**src/rtl/seq_det_pkg.sv**
```systemverilog
// Shared defaults, mode encodings and width helper for the parametrised
// serial pattern detector.
package seq_det_pkg;

    localparam int         DEF_PAT_LEN = 4;
    localparam logic [3:0] DEF_PATTERN = 4'b1010;
    localparam int         DEF_CNT_W   = 8;

    localparam logic MODE_NONOVL = 1'b0;
    localparam logic MODE_OVL    = 1'b1;

    // fill counts 0..pat_len inclusive, so it needs one more code than pat_len
    function automatic int fill_w(input int pat_len);
        return $clog2(pat_len + 1);
    endfunction

endpackage

```
**src/rtl/seq_det_param_if.sv**
```systemverilog
// Bit-stream input, control and status bundle for seq_det_param.
interface seq_det_param_if
    import seq_det_pkg::*;
#(
    parameter int PAT_LEN = DEF_PAT_LEN,
    parameter int CNT_W   = DEF_CNT_W
) ();
    localparam int FILL_W = fill_w(PAT_LEN);

    // Valid-only stream: x is consumed on every rising edge with in_valid=1;
    // there is no ready, the detector always accepts, the source may stall.
    logic               x;
    logic               in_valid;
    logic               overlap;
    logic               pat_load;
    logic [PAT_LEN-1:0] pat_in;
    logic               cnt_clr;
    logic               z;
    logic               match_pulse;
    logic [CNT_W-1:0]   match_cnt;
    logic [FILL_W-1:0]  fill;

    modport master (
        output x, in_valid, overlap, pat_load, pat_in, cnt_clr,
        input  z, match_pulse, match_cnt, fill
    );

    modport slave (
        input  x, in_valid, overlap, pat_load, pat_in, cnt_clr,
        output z, match_pulse, match_cnt, fill
    );

endinterface

```
**src/rtl/seq_det_param_sat_counter.sv**
```systemverilog
// Saturating up-counter; clear wins over a same-cycle increment.
module sat_counter #(
    parameter int W = 8
) (
    input  logic         clk,
    input  logic         rst,
    input  logic         clr,
    input  logic         inc,
    output logic [W-1:0] q
);
    logic [W-1:0] cnt_q;
    logic [W-1:0] cnt_d;

    always_comb begin
        cnt_d = cnt_q;
        if (clr) begin
            cnt_d = '0;
        end else if (inc && (cnt_q != {W{1'b1}})) begin
            cnt_d = cnt_q + 1'b1;
        end
    end

    always_ff @(posedge clk) begin
        if (rst) begin
            cnt_q <= '0;
        end else begin
            cnt_q <= cnt_d;
        end
    end

    assign q = cnt_q;

endmodule

```
**src/rtl/seq_det_param.sv**
```systemverilog
// Parametrised serial pattern detector with runtime pattern load,
// selectable overlap, valid-qualified input and a saturating match counter.
module seq_det_param
    import seq_det_pkg::*;
#(
    parameter int                 PAT_LEN = DEF_PAT_LEN,
    parameter logic [PAT_LEN-1:0] PATTERN = PAT_LEN'(DEF_PATTERN),
    parameter int                 CNT_W   = DEF_CNT_W
) (
    input logic            clk,
    input logic            rst,
    seq_det_param_if.slave bus
);
    localparam int FILL_W = fill_w(PAT_LEN);

    if ((PAT_LEN < 2) || (PAT_LEN > 32)) begin : g_bad_pat_len
        $error("seq_det_param: PAT_LEN must be in 2..32");
    end

    logic [PAT_LEN-1:0] pat_q, pat_d;
    logic [PAT_LEN-1:0] hist_q, hist_d;
    logic [FILL_W-1:0]  fill_q, fill_d;
    logic               z_q, z_d;
    logic               pulse_q, pulse_d;

    logic               accept;
    logic [PAT_LEN-1:0] hist_n;
    logic [FILL_W-1:0]  fill_n;
    logic               hit;

    assign accept = bus.in_valid && !bus.pat_load;
    assign hist_n = {hist_q[PAT_LEN-2:0], bus.x};
    assign fill_n = (fill_q == FILL_W'(PAT_LEN)) ? fill_q : fill_q + 1'b1;
    // Requiring a full fill keeps stale history from before a reset or load out of any match
    assign hit    = accept && (fill_n == FILL_W'(PAT_LEN)) && (hist_n == pat_q);

    always_comb begin
        pat_d   = pat_q;
        hist_d  = hist_q;
        fill_d  = fill_q;
        z_d     = z_q;
        pulse_d = 1'b0;
        if (bus.pat_load) begin
            pat_d  = bus.pat_in;
            fill_d = '0;
            z_d    = 1'b0;
        end else if (bus.in_valid) begin
            hist_d  = hist_n;
            z_d     = hit;
            pulse_d = hit;
            fill_d  = (hit && (bus.overlap == MODE_NONOVL)) ? '0 : fill_n;
        end
    end

    always_ff @(posedge clk) begin
        if (rst) begin
            pat_q   <= PATTERN;
            hist_q  <= '0;
            fill_q  <= '0;
            z_q     <= 1'b0;
            pulse_q <= 1'b0;
        end else begin
            pat_q   <= pat_d;
            hist_q  <= hist_d;
            fill_q  <= fill_d;
            z_q     <= z_d;
            pulse_q <= pulse_d;
        end
    end

    logic [CNT_W-1:0] cnt;

    sat_counter #(.W(CNT_W)) u_cnt (
        .clk (clk),
        .rst (rst),
        .clr (bus.cnt_clr),
        .inc (hit),
        .q   (cnt)
    );

    assign bus.z           = z_q;
    assign bus.match_pulse = pulse_q;
    assign bus.match_cnt   = cnt;
    assign bus.fill        = fill_q;

endmodule

```
**src/flat_wrapper.sv**
```systemverilog
// flat-port wrapper written by rule: the top's interface ports become plain ports
module seq_det_param_flat import seq_det_pkg::*;
#(
    parameter int                 PAT_LEN = DEF_PAT_LEN,
    parameter logic [PAT_LEN-1:0] PATTERN = PAT_LEN'(DEF_PATTERN),
    parameter int                 CNT_W   = DEF_CNT_W
)
  (clk, rst, bus_x, bus_in_valid, bus_overlap, bus_pat_load, bus_pat_in, bus_cnt_clr, bus_z, bus_match_pulse, bus_match_cnt, bus_fill);
  seq_det_param_if #(.PAT_LEN(PAT_LEN), .CNT_W(CNT_W)) bus_i ();
  input logic clk;
  input logic rst;
  input wire logic [$bits(bus_i.x)-1:0] bus_x;
  input wire logic [$bits(bus_i.in_valid)-1:0] bus_in_valid;
  input wire logic [$bits(bus_i.overlap)-1:0] bus_overlap;
  input wire logic [$bits(bus_i.pat_load)-1:0] bus_pat_load;
  input wire logic [$bits(bus_i.pat_in)-1:0] bus_pat_in;
  input wire logic [$bits(bus_i.cnt_clr)-1:0] bus_cnt_clr;
  output wire logic [$bits(bus_i.z)-1:0] bus_z;
  output wire logic [$bits(bus_i.match_pulse)-1:0] bus_match_pulse;
  output wire logic [$bits(bus_i.match_cnt)-1:0] bus_match_cnt;
  output wire logic [$bits(bus_i.fill)-1:0] bus_fill;
  assign bus_i.x = bus_x;
  assign bus_i.in_valid = bus_in_valid;
  assign bus_i.overlap = bus_overlap;
  assign bus_i.pat_load = bus_pat_load;
  assign bus_i.pat_in = bus_pat_in;
  assign bus_i.cnt_clr = bus_cnt_clr;
  assign bus_z = bus_i.z;
  assign bus_match_pulse = bus_i.match_pulse;
  assign bus_match_cnt = bus_i.match_cnt;
  assign bus_fill = bus_i.fill;
  seq_det_param #(.PAT_LEN(PAT_LEN), .PATTERN(PATTERN), .CNT_W(CNT_W)) u_core (.clk(clk), .rst(rst), .bus(bus_i));
endmodule
```
**config.mk**
```make
export PLATFORM = sky130hd
export DESIGN_NAME = seq_det_param_flat
export DESIGN_NICKNAME = d
export VERILOG_FILES = /design/src/rtl/seq_det_pkg.sv /design/src/rtl/seq_det_param_if.sv /design/src/rtl/seq_det_param_sat_counter.sv /design/src/rtl/seq_det_param.sv /design/src/flat_wrapper.sv
export SDC_FILE = /design/constraint.sdc
export NUM_CORES = 1
export LEC_CHECK = 0
export CORE_UTILIZATION = 55
export CTS_CLUSTER_DIAMETER = 60
export DETAILED_ROUTE_END_ITERATION = 8
export DONT_BUFFER_PORTS = 1
export PLACE_DENSITY = 0.7
export SLEW_MARGIN = 40
export SYNTH_ARGS = -nofsm -noshare
export SYNTH_HDL_FRONTEND = slang
export SYNTH_SLANG_ARGS = --single-unit
```
**constraint.sdc**
```tcl
create_clock -name clk -period 2.5 [get_ports clk]
set_input_delay 0.375 -clock clk [delete_from_list [all_inputs] [get_ports clk]]
set_output_delay 0.375 -clock clk [all_outputs]
set_load 0.03 [all_outputs]
```
==> results of run 1 <==
## critical path, stage by stage (launching register included)
cell and delay (ns):
dfxtp_1 0.33, inv_1 0.13, ha_1 0.19, nand2_1 0.09, xnor2_1 0.14, or4_4 0.61, or4_1 0.52, a21oi_1 0.14
## timing repair
| action | in CTS | in global routing |
|---|---|---|
| endpoints found under the setup margin | 0 | 2 |
| resized for setup | 0 | 1 |
| buffers inserted | 0 | 0 |
## area by class of cell
| cell class | instances | area (sq um) |
|---|---|---|
| clock buffer | 4 | 36.3 |
| fill | 144 | 528 |
| inverter | 4 | 15.0 |
| multi-input combinational | 80 | 539 |
| sequential | 20 | 400 |
| tap | 16 | 20.0 |
| timing repair buffer | 5 | 37.5 |
## placed cells by master, fill, tap and decap left out, types with 4 or more instances in the layout
cell / count
a21oi_1: 6
buf_4: 5
dfxtp_1: 20
inv_1: 4
mux2i_1: 7
nand2_1: 7
nand3_1: 5
nor2_1: 9
xnor2_1: 5
## metrics by stage
stage	utilization	hold slack [ns]	instance area [sq um]	setup WS [ns]	power (mW)
floorplan	-	0.474	972	0.160	0.368
global placement	0.640	0.449	1010	0.263	0.370
finish	0.665	0.124	1050	0.284	0.555
CTS	0.663	0.119	1040	0.138	0.557
detailed placement	0.640	0.451	1010	0.175	0.371
global route	0.665	0.0930	1050	0.112	0.579
## where the power goes
part	total [mW]	switching, mW	internal, mW	leakage, nW
Sequential	0.329	0.00416	0.325	0.162
Combinational	0.0346	0.0162	0.0184	0.193
Clock	0.191	0.102	0.0888	0.0210
## sequential cells by signal, indices dropped and copies added, names as in the netlist
name	count
u_core.bus.z	1
u_core.hist_q	3
u_core.pat_q	4
u_core.bus.match_pulse	1
u_core.u_cnt.q	8
u_core.bus.fill	3
## cell families after synthesis
logic type / count (synthesis) / share of synthesized area
xor gates and xnor gates: 6 / 0.0541
DFF: 20 / 0.412
buffers and inverters: 9 / 0.0373
AOI/OAI and AO/OA: 21 / 0.147
adders and majority gates: 3 / 0.0386
muxes: 7 / 0.0721
and+or+nand+nor: 43 / 0.239
## per-layer routing
layer / part of all wire / vias to the layer above / routed length [um]
met2: 0.46 / 19 / 868
met1: 0.48 / 378 / 903
li1: - / 405 / -
met4: 0.0068 / 0 / 13
met5: 0 / - / 0
met3: 0.059 / 2 / 112
## worst max path at each step
stage	end	slack, ns
after CTS	u_core.u_cnt.q[4]	0.14
after floorplan	u_core.u_cnt.q[4]	0.16
final	u_core.u_cnt.q[4]	0.28
after global placement	u_core.u_cnt.q[4]	0.26
after detailed placement	u_core.u_cnt.q[4]	0.18
after global routing	u_core.u_cnt.q[4]	0.11
==> impl_metrics.json, run 1 <==
{
  "status": "finished with violations",
  "violations": "DRC",
  "worstHoldStart": "rst",
  "routed_wl_mm": 1.90,
  "synthFlopType": "dfxtp_1",
  "vias": 804,
  "tns_ns": 0,
  "grt_use_met1": 0.263,
  "power.density_mw_per_mm2": 529,
  "grt_busiest_layer": "met2",
  "layout_min_cycle_time_ns": 2.22,
  "worstSetupPathType": "register to register",
  "synth_edf_count": 0,
  "gp_routability_congestion": 0.808,
  "grt_pass1_vias": 737,
  "overflow": 0,
  "cts_max_level": 1,
  "cts_sinks": 20,
  "rows": 14,
  "drt-vias-per-instance": 6.23,
  "rsz0062_at_grt": "false",
  "final-setup-viol-count": 0,
  "clockBufferDepth": 2,
  "worstMarginPinSlew_ns": 0.493,
  "grt_usage": 0.219,
  "hold_viol": 0,
  "drt_iter0_drc": 14,
  "synth-seq-area-share": 0.412,
  "ys_async_sr_fraction": 0,
  "cts_buffers": 3,
  "grt.met2_usage": 0.353,
  "syn_avg_cell_area_sq_um": 8.92,
  "cts_tree": "yes",
  "diodes": 0,
  "worst_setup_path_end_kind": "register",
  "hold_path.class": "primary input to register",
  "power_leakage_nw": 0.376,
  "placedCellCount": 125,
  "worstPathRequired_ns": 2.74,
  "clk_latency_ns": 0.30,
  "r2r_cells": 7,
  "postCtsHoldBufs": 0,
  "critPathMaxFanout": 14,
  "wire_per_inst_um": 14.7,
  "hpwlAfterDp_mm": 1.41,
  "cp-start-kind": "register",
  "relSlewSlack": 0.671,
  "yosys.cell_count.top_type": "dfxtp_1",
  "drtPass1Iterations": 8,
  "antenna_found_initial": 0,
  "synth-seq-cells": 20,
  "yosysTopAreaCell": "dfxtp_1",
  "io_pins": 24,
  "hold-path-endpoint": "u_core.hist_q[1]",
  "die_x_um": 44.0,
  "yosysTopAreaCellShare": 0.412,
  "nets": 128,
  "design.die.area_sq_mm": 0.00194,
  "syn_area_sq_um": 972,
  "ant_nets": 0,
  "reg2reg_from": "u_core.bus.fill[0]",
  "dieHeight_um": 44.0,
  "synthTopCellsByArea": "dfxtp_1, mux2i_1, xnor2_1, ha_1, nor2_1",
  "start_util": 0.617,
  "arrival_ns": 2.45,
  "ys_warn_count": 0,
  "drive_above_1_share": 0.0973,
  "ir_drop_mv": 0.359,
  "fp.coreArea_sq_mm": 0.00158,
  "fin_worst_skew_ns": 0.00630,
  "drt_drc_violations_left": 1,
  "finalNonFillerCells": 129,
  "slew_violations": 0,
  "syn_nets": 123,
  "fmax_ghz": 0.451,
  "synthDistinctLibCells": 31,
  "drv_cap": 0,
  "worstSetupStartpoint": "u_core.bus.fill[0]",
  "place.port_buffers": 0,
  "whs_path_depth": 1,
  "timing.final.crit_share": 0.886,
  "timing.rr.end": "u_core.u_cnt.q[4]",
  "met3_usage": 0.0816,
  "synthTopCellsByCount": "dfxtp_1, nor2_1, mux2i_1, nand2_1, a21oi_1",
  "cts_root_buf": "clkbuf_4",
  "clkTransAtPathRegs_ns": 0.12,
  "synth_cells": 109,
  "grt_max_degree": 15,
  "regToRegSetupSlack_ns": 0.28,
  "grt_pass1_wl_mm": 3.07,
  "area_delta_synth_final_pct": 7.85
}
Note: power is estimated with default switching activity, not from simulation.
==> run 2: changes to the inputs <==
CAP_MARGIN = 10   (was not set)
HOLD_SLACK_MARGIN = 0.1   (was not set)
clock period = 2.4 ns   (was 2.5 ns; I/O delays follow)
==> run 2 against run 1 <==
The flow still finishes with violations (DRC). Non-clock buffer count increased by 3. Clock power increased by 7%. Die area unchanged. Sequential power increased by 4%. Critical path depth increased by 1. Critical path type unchanged. Largest power group unchanged. Highest routed layer unchanged.
==> impl_metrics.json, run 2 (synthesized netlist as in run 1, its figures left out) <==
{
  "layout_min_cycle_time_ns": 2.19,
  "rsz0062_at_grt": "false",
  "post_cts_buffers": 0,
  "routed_wl_mm": 1.87,
  "wire_per_inst_um": 14.2,
  "ant_nets": 0,
  "rows": 14,
  "final-setup-viol-count": 0,
  "grt_pass1_vias": 705,
  "design.die.area_sq_mm": 0.00194,
  "tns_ns": 0,
  "die_x_um": 44.0,
  "cts_root_buf": "clkbuf_4",
  "fp.coreArea_sq_mm": 0.00158,
  "power_leakage_nw": 0.388,
  "drt_iter0_drc": 13,
  "hold_path.class": "primary input to register",
  "clk_latency_ns": 0.31,
  "placedCellCount": 125,
  "worstSetupStartpoint": "u_core.bus.fill[0]",
  "final_cell_mix": "dfxtp_1, nor2_1, nand2_1, mux2i_1, a21oi_1",
  "drt-vias-per-instance": 6.34,
  "timing.final.crit_share": 0.913,
  "arrival_ns": 2.44,
  "cts_buffers": 3,
  "reg2reg_from": "u_core.bus.fill[0]",
  "cts_tree": "yes",
  "fmax_ghz": 0.457,
  "clkTransAtPathRegs_ns": 0.12,
  "worstMarginPinSlew_ns": 0.508,
  "cp-start-kind": "register",
  "grt_usage": 0.217,
  "hpwlAfterDp_mm": 1.30,
  "fill_cells": 130,
  "overflow": 0,
  "slew_violations": 0,
  "hold_viol": 0,
  "status": "finished with violations",
  "vias": 837,
  "antenna_found_initial": 0,
  "violations": "DRC",
  "place.port_buffers": 0,
  "relSlewSlack": 0.661,
  "fin_worst_skew_ns": 0.00197,
  "grt_pass1_wl_mm": 3.04,
  "io_pins": 24,
  "ir_drop_mv": 0.411,
  "dieHeight_um": 44.0,
  "start_util": 0.617,
  "finalNonFillerCells": 132,
  "drtPass1Iterations": 8,
  "nets": 131,
  "worstHoldStart": "rst",
  "cts_max_level": 1,
  "largest_register_ffs": 8,
  "power.density_mw_per_mm2": 548,
  "drive_above_1_share": 0.0948,
  "area_delta_synth_final_pct": 10.9,
  "worstSetupPathType": "register to register",
  "cts_sinks": 20,
  "worstPathRequired_ns": 2.65,
  "worst_setup_path_end_kind": "register",
  "grt_max_degree": 14,
  "critPathMaxFanout": 13,
  "slowest_stage": "or4_4",
  "drv_cap": 0,
  "gp_routability_congestion": 0.826,
  "crit_chain": "inv_1, ha_1, nand2_1, xnor2_1, or4_4, buf_4, or3_1, a21oi_1",
  "drt_drc_violations_left": 2,
  "slowest_delay_ns": 0.60,
  "clockBufferDepth": 2,
  "diodes": 0,
  "final_common_cell": "dfxtp_1"
}
[run 2: cell count changes in the layout (fill, tap and decap cells not counted), sizes merged]
| cell | delta |
|---|---|
| dlygate4sd3 | +3 |
[run 2: final timing paths]
| check | end | slack, ns | cells past startpoint |
|---|---|---|---|
| max | u_core.u_cnt.q[0] | 0.21 | 8 |
| min | u_core.pat_q[1] | 0.13 | 1 |
| max reg2reg | u_core.u_cnt.q[0] | 0.21 | 8 |
| min reg2reg | u_core.pat_q[2] | 0.53 | 2 |
[run 2: area by class of cell]
cell class              count  area (sq um)  area share
repair buffers              8          67.6      0.0626
well taps                  16          20.0      0.0186
flip-flops and latches     20           400       0.371
multi-input cells          80           539       0.500
clock buffers               4          36.3      0.0336
inverters                   4          15.0      0.0139
[run 2: worst max-delay path: cells and delay by family, from the launching register on]
kind                     cells  cell delay [ns]
adder cells (fa/ha/maj)      1             0.19
flip-flops                   1             0.33
AND/OR/NAND/NOR              3             1.02
AO/OA/AOI/OAI                1             0.14
XOR/XNOR                     1             0.13
buffers and inverters        2             0.31
[run 2: metrics by stage]
step / power, mW / setup slack, ns / util / area [sq um] / hold slack, ns
5_1_grt: 0.619 / 0.0828 / 0.684 / 1080 / 0.124
6_report: 0.591 / 0.210 / 0.684 / 1080 / 0.135
2_1_floorplan: 0.383 / 0.0596 / - / 972 / 0.459
3_5_place_dp: 0.386 / 0.0932 / 0.640 / 1010 / 0.436
3_3_place_gp: 0.386 / 0.157 / 0.640 / 1010 / 0.435
4_1_cts: 0.590 / 0.0465 / 0.669 / 1050 / 0.100
[run 2: routing by layer]
metal | up-vias | global-route usage | share of wire
met3 | 5 | 0.0653 | 0.079
met4 | 0 | 0.109 | 0.021
li1 | 406 | - | -
met1 | 392 | 0.303 | 0.46
met5 | - | 0 | 0
met2 | 34 | 0.303 | 0.44
[run 2: power breakdown]
| group | internal (mW) | total (mW) | switching [mW] |
|---|---|---|---|
| registers | 0.339 | 0.343 | 0.00435 |
| clock network | 0.0928 | 0.204 | 0.111 |
| logic | 0.0225 | 0.0434 | 0.0209 |
| total | 0.454 | 0.591 | 0.137 |
[run 2: repair_timing]
item / in CTS / in global routing
endpoints found under the setup margin: 0 / 3
endpoints found under the hold margin: 9 / 5
gates resized for setup: 0 / 1
hold buffers: 1 / 2
==> run 3: changes to the inputs <==
GPL_TIMING_DRIVEN = 1   (was not set)
==> results of run 3 <==
No change in the layout: final DEF, timing and power equal those of run 2.
